--- src/rtl/iob_master.sv ---
// IOB bus master: turns a posted FSB request into one 68k-style IOB
// bus cycle (DTACK, 6800 VPA/E, BERR or timeout termination).
module iob_master #(
  parameter int TIMEOUT = 255,
  parameter int RECOVER = 2
) (
  input  logic CLK,
  input  logic RST,
  input  logic IOREQ,
  input  logic IORW0,
  input  logic IOL0,
  input  logic IOU0,
  output logic IOACT,
  input  logic nDTACK,
  input  logic nVPA,
  input  logic nBERR,
  output logic nAS,
  output logic nLDS,
  output logic nUDS,
  output logic IORW,
  output logic nVMA,
  output logic E,
  output logic nDinLE,
  output logic IOBERR
);

  localparam int TO_N = (TIMEOUT < 1) ? 1 : TIMEOUT;
  localparam int TW   = $clog2(TO_N + 1);
  localparam int RC_N = (RECOVER < 1) ? 1 : RECOVER;
  localparam int RW   = $clog2(RC_N + 1);
  localparam logic [TW-1:0] TO_LAST = TW'(TO_N - 1);
  localparam logic [RW-1:0] RC_LAST = RW'(RC_N - 1);

  typedef enum logic [3:0] {
    IDLE, S1, S2, S3, WAIT, VPA, S5, S6, S7, RCV, DONE
  } state_t;

  state_t state_q, state_d;

  // sync bit order: {req, dtack, vpa, berr}, all active-high
  logic [3:0] meta_q, sync_q;
  logic       req_s, dtack_s, vpa_s, berr_s;

  logic [3:0]    ecnt_q, ecnt_d;
  logic [TW-1:0] tcnt_q, tcnt_d;
  logic [RW-1:0] rcnt_q, rcnt_d;
  logic rw_q, rw_d, lds_q, lds_d, uds_q, uds_d;
  logic e_q, e_d, ioact_q, ioact_d, ioberr_q, ioberr_d;
  logic nas_q, nas_d, nlds_q, nlds_d, nuds_q, nuds_d;
  logic iorw_q, iorw_d, nvma_q, nvma_d, ndinle_q, ndinle_d;

  assign req_s   = sync_q[3];
  assign dtack_s = sync_q[2];
  assign vpa_s   = sync_q[1];
  assign berr_s  = sync_q[0];

  always_comb begin
    state_d  = state_q;
    ecnt_d   = (ecnt_q == 4'd9) ? 4'd0 : ecnt_q + 4'd1;
    tcnt_d   = tcnt_q;
    rcnt_d   = rcnt_q;
    rw_d     = rw_q;
    lds_d    = lds_q;
    uds_d    = uds_q;
    ioact_d  = ioact_q;
    ioberr_d = ioberr_q;
    nas_d    = nas_q;
    nlds_d   = nlds_q;
    nuds_d   = nuds_q;
    iorw_d   = iorw_q;
    nvma_d   = nvma_q;
    ndinle_d = 1'b1;
    unique case (state_q)
      IDLE: if (req_s) begin
        rw_d     = IORW0;
        lds_d    = IOL0;
        uds_d    = IOU0;
        ioact_d  = 1'b1;
        ioberr_d = 1'b0;
        state_d  = S1;
      end
      S1: begin
        iorw_d  = rw_q;
        state_d = S2;
      end
      S2: begin
        nas_d = 1'b0;
        if (rw_q) begin
          nlds_d = ~lds_q;
          nuds_d = ~uds_q;
        end
        state_d = S3;
      end
      S3: begin
        if (!rw_q) begin
          nlds_d = ~lds_q;
          nuds_d = ~uds_q;
        end
        tcnt_d  = '0;
        state_d = WAIT;
      end
      WAIT: begin
        tcnt_d = tcnt_q + TW'(1);
        if (berr_s) begin
          ioberr_d = 1'b1;
          state_d  = S6;
        end else if (dtack_s) begin
          state_d = S5;
        end else if (vpa_s) begin
          state_d = VPA;
        end else if (tcnt_q >= TO_LAST) begin
          ioberr_d = 1'b1;
          state_d  = S6;
        end
      end
      VPA: begin
        tcnt_d = tcnt_q + TW'(1);
        if (berr_s) begin
          ioberr_d = 1'b1;
          state_d  = S6;
        end else if (ecnt_q == 4'd9 && !nvma_q) begin
          state_d = S6;
        end else if (tcnt_q >= TO_LAST) begin
          ioberr_d = 1'b1;
          state_d  = S6;
        end else if (ecnt_q == 4'd9) begin
          nvma_d = 1'b0;
        end
      end
      S5: state_d = S6;
      S6: state_d = S7;
      S7: begin
        nas_d   = 1'b1;
        nlds_d  = 1'b1;
        nuds_d  = 1'b1;
        nvma_d  = 1'b1;
        rcnt_d  = '0;
        state_d = RCV;
      end
      RCV: begin
        rcnt_d = rcnt_q + RW'(1);
        if (rcnt_q == RC_LAST) begin
          iorw_d  = 1'b1;
          state_d = DONE;
        end
      end
      DONE: if (!req_s) begin
        ioact_d = 1'b0;
        state_d = IDLE;
      end
      default: state_d = IDLE;
    endcase
    if (state_d == S6 && state_q != S6 && rw_q && !ioberr_d)
      ndinle_d = 1'b0;
    e_d = (ecnt_d >= 4'd6);
  end

  always_ff @(posedge CLK) begin
    if (RST) begin
      state_q  <= IDLE;
      meta_q   <= '0;
      sync_q   <= '0;
      ecnt_q   <= '0;
      tcnt_q   <= '0;
      rcnt_q   <= '0;
      rw_q     <= 1'b1;
      lds_q    <= 1'b0;
      uds_q    <= 1'b0;
      e_q      <= 1'b0;
      ioact_q  <= 1'b0;
      ioberr_q <= 1'b0;
      nas_q    <= 1'b1;
      nlds_q   <= 1'b1;
      nuds_q   <= 1'b1;
      iorw_q   <= 1'b1;
      nvma_q   <= 1'b1;
      ndinle_q <= 1'b1;
    end else begin
      state_q  <= state_d;
      meta_q   <= {IOREQ, ~nDTACK, ~nVPA, ~nBERR};
      sync_q   <= meta_q;
      ecnt_q   <= ecnt_d;
      tcnt_q   <= tcnt_d;
      rcnt_q   <= rcnt_d;
      rw_q     <= rw_d;
      lds_q    <= lds_d;
      uds_q    <= uds_d;
      e_q      <= e_d;
      ioact_q  <= ioact_d;
      ioberr_q <= ioberr_d;
      nas_q    <= nas_d;
      nlds_q   <= nlds_d;
      nuds_q   <= nuds_d;
      iorw_q   <= iorw_d;
      nvma_q   <= nvma_d;
      ndinle_q <= ndinle_d;
    end
  end

  assign IOACT  = ioact_q;
  assign IOBERR = ioberr_q;
  assign nAS    = nas_q;
  assign nLDS   = nlds_q;
  assign nUDS   = nuds_q;
  assign IORW   = iorw_q;
  assign nVMA   = nvma_q;
  assign E      = e_q;
  assign nDinLE = ndinle_q;

endmodule

--- config.mk ---
export PLATFORM = sky130hd
export DESIGN_NAME = iob_master
export DESIGN_NICKNAME = d
export VERILOG_FILES = /design/src/rtl/iob_master.sv
export SDC_FILE = /design/constraint.sdc
export NUM_CORES = 1
export LEC_CHECK = 0
export CAP_MARGIN = 30
export CORE_ASPECT_RATIO = 0.6
export CORE_MARGIN = 5
export CORE_UTILIZATION = 52
export CTS_BUF_LIST = sky130_fd_sc_hd__clkbuf_8
export DETAILED_ROUTE_END_ITERATION = 10
export HOLD_SLACK_MARGIN = 0.1
export PLACE_DENSITY = 0.82
export SETUP_SLACK_MARGIN = 0.1
export SLEW_MARGIN = 20
export SYNTH_ARGS = -nofsm -noshare
export SYNTH_HDL_FRONTEND = slang
export SYNTH_SLANG_ARGS = --single-unit
--- constraint.sdc ---
create_clock -name CLK -period 1.9 [get_ports CLK]
set_input_delay 0.19 -clock CLK [delete_from_list [all_inputs] [get_ports CLK]]
set_output_delay 0.19 -clock CLK [all_outputs]
set_load 0.01 [all_outputs]
==> results.md <==
- Status: complete, but fails checks
- Failing checks: setup timing
- Net count after synthesis: 214
- Drc violations: 0
- Crit Path Max Fanout: 3
- Detailed Route WL: 3.90 mm
- Die Area: 4480 um2
- Hold Fails Final Rpt: 0
- Critical path arrival: 2.06 ns
- Yosys reg bits: 38
- Vias: 1,537
- Critical path startpoint category: flip-flop
- HPWL after DPL: 2.74 mm
- Clock Sinks: 38
- Slew @ Worst Pin: 0.343 ns
- Grt total ovfl: 0
- Post-Synthesis Cells: 202
- Average cell area after synthesis: 8.27 um2
- RSZ-0062 raised after global routing: yes
- Setup WS post-layout: -0.00434 ns
- Top_reg_cell synth: dfxtp_1
- CTS max path bufs: 2
- CP endpoint kind: flip-flop
- Final setup violation count: 1
- Setup TNS: -0.00434 ns
- Clock Pin Slew Worst Setup and Hold Paths: 0.07 ns
- Multi-input logic area: 903 um2
- Yosys warning total: 0
- Die W: 83.2 um
- Vias/cell: 5.57
- Antenna violations before repair: 0
- Crit path required time: 2.06 ns
- Sequential share of the synthesized area: 45.5%
- Worst vdd ir: 0.000438 V
- Reg area: 763 um2
- Total GRT Usage: 19.0%
- Inst Count DP: 266
- Fraction of layout cells with a size suffix above 1: 16.2%
- Initial drt markers: 178
- TritonRoute pass-1 iters: 4
- DIE HEIGHT: 53.9 um
- EDFF count, synth: 0
- Mapped cell area: 1670 um2
- Slew margin rel.: 77.1%
- Largest net degree at the start of global routing: 35
- Asr flop ratio synth: 0%
- Routability cong.: 0.885
- Clock Latency Late Sink: 0.28 ns
- Root Driver: clkbuf_8
- Min-delay worst type: in -> reg
- Slew Limit Fails: 0
- Nets@finish: 245
- Ant. Diodes: 0
- Ports: 18
- Leakage power total: 0.818 nW
- # rows: 15
- Final Critical Period: 1.90 ns
- Part of the cycle the worst path needs: 100%
- PD cells: 740 nW/um2
- First-pass GRT wire length: 6.62 mm
- WL/cell: 14.1 um
- # fillers: 245
- Starting density of the core: 56.3%
- Yosys cell types: 42
- Layout Skew: 0.00351 ns
- Area grow syn2layout: 27.6%
- R2R depth: 7
- Cts hold-fix bufs: 0
- Final ANT Viol Nets: 0
- Number of port buffers: 17
- H-tree lvl count: 2
- Post-Layout Cell Count: 276
- Cell count of the worst hold path: 2
- Number of max-cap violations: 0
- Vias in the first global route: 1,452
- Crit Path Category: reg -> reg
- CTS Buf Count: 5
- Core Region: 2970 um2
- F_max: 0.525 GHz
- CTS tree: yes
[cells in the mapped netlist, types with 2 or more instances]
cell type / number / area (um2)
a311oi_1: 2 / 17.5
nor3_1: 6 / 30.0
nand2_1: 17 / 63.8
mux2_2: 2 / 22.5
nor3b_1: 2 / 15.0
a31oi_1: 6 / 37.5
or4b_1: 2 / 20.0
and3_1: 2 / 12.5
dfxtp_1: 38 / 761
nand3_1: 4 / 20.0
and2_1: 4 / 25.0
a22oi_1: 2 / 15.0
clkbuf_1: 8 / 30.0
xor2_1: 2 / 17.5
nor2b_1: 7 / 43.8
a211oi_1: 3 / 22.5
a21oi_1: 17 / 85.1
nor4_1: 2 / 12.5
o21ai_0: 10 / 50.1
inv_1: 7 / 26.3
ha_1: 3 / 37.5
nand4b_1: 2 / 17.5
nand2b_1: 4 / 25.0
nand4_1: 2 / 12.5
nor2_1: 30 / 113
mux2i_1: 2 / 20.0
[power breakdown]
group | switching [W] | internal, W | total [W]
registers | 0.0000207 | 0.000826 | 0.000846
logic | 0.0000951 | 0.0000897 | 0.000185
clock network | 0.000259 | 0.000287 | 0.000545
[area by class of cell]
type	instances	area share [%]
Multi-Input combinational cell	147	42.4
Inverter	8	1.41
Clock buffer	6	3.88
Clock inverter	2	0.411
Timing Repair Buffer	33	13.6
Sequential cell	38	35.8
Tap cell	42	2.47
[state kept, by name (all words and copies together), names as in the netlist, 2 cells and up]
name / cells
ecnt_q: 4
meta_q: 4
rcnt_q: 2
state_q: 4
sync_q: 4
tcnt_q: 8
[per-layer routing]
metal,share of wire (%),vias up,GRT usage [%]
met5,0,-,0
met4,1.1,0,6.25
met3,8.7,6,7.19
met2,46,72,32.0
met1,44,691,23.1
li1,-,768,-
[kinds of logic (layout without fill, tap and decap cells)]
family | Yosys count | after routing | synth area share, %
buf+inv | 17 | 49 | 3.89
flops | 38 | 38 | 45.5
xor+xnor | 3 | 3 | 1.57
simple gates | 90 | 90 | 27.3
compound gates | 47 | 47 | 16.9
mux | 4 | 4 | 2.55
fa+ha+maj | 3 | 3 | 2.25
[placed cells by master, fill, tap and decap left out, types with 2 or more instances in the layout]
cell and n:
inv_1 8, and2_1 4, nand4b_1 2, a31oi_1 6, clkdlybuf4s50_1 17, nand4_1 2, nor2_1 29, ha_1 3
a311oi_2 2, o21ai_0 9, clkbuf_8 6, a22oi_1 2, mux2i_1 2, dfxtp_1 36, and3_1 2, nand2b_1 4
nand2_1 17, a21oi_1 16, a211oi_1 3, buf_4 16, nor3_1 5, mux2_2 2, dfxtp_2 2, nor2b_1 6
xor2_1 2, nand3_1 4
[worst paths after layout]
path | startpoint | end | slack (ns)
worst max register to register | tcnt_q[0]$_SDFFE_PP0P_ | nDinLE$_SDFF_PP1_ | -0.004
worst min-delay path | nBERR | meta_q[0]$_SDFF_PP0_ | 0.43
worst min register to register | meta_q[3]$_SDFF_PP0_ | sync_q[3]$_SDFF_PP0_ | 0.44
worst max-delay path | tcnt_q[0]$_SDFFE_PP0P_ | nDinLE$_SDFF_PP1_ | -0.004
[stage by stage]
step	hold WS, ns	total power (W)	utilization [%]	worst slack, ns	area [um2]
2_1_floorplan	0.262	0.000959	-	0.0971	1680
4_1_cts	0.424	0.00158	70.1	-0.00595	2080
3_3_place_gp	0.421	0.00103	66.5	0.0675	1970
3_5_place_dp	0.426	0.00104	66.5	-0.0521	1970
5_1_grt	0.411	0.00165	71.9	-0.109	2130
6_report	0.434	0.00158	71.9	-0.00434	2130
[critical path, stage by stage, from the launching register on]
cell and delay [ns]:
dfxtp_1 0.33, inv_1 0.04, ha_1 0.18, or2_0 0.21
a41oi_2 0.27, a311oi_2 0.11, a21oi_2 0.18, or4b_1 0.46
[what timing repair did]
item | CTS | global route
hold endpoints to repair | 0 | 0
pin swaps | 2 | 2
setup buffers | 1 | 1
setup endpoints to repair | 1 | 4
gates resized for setup | 3 | 11
Power figures use the tool's default switching activity.
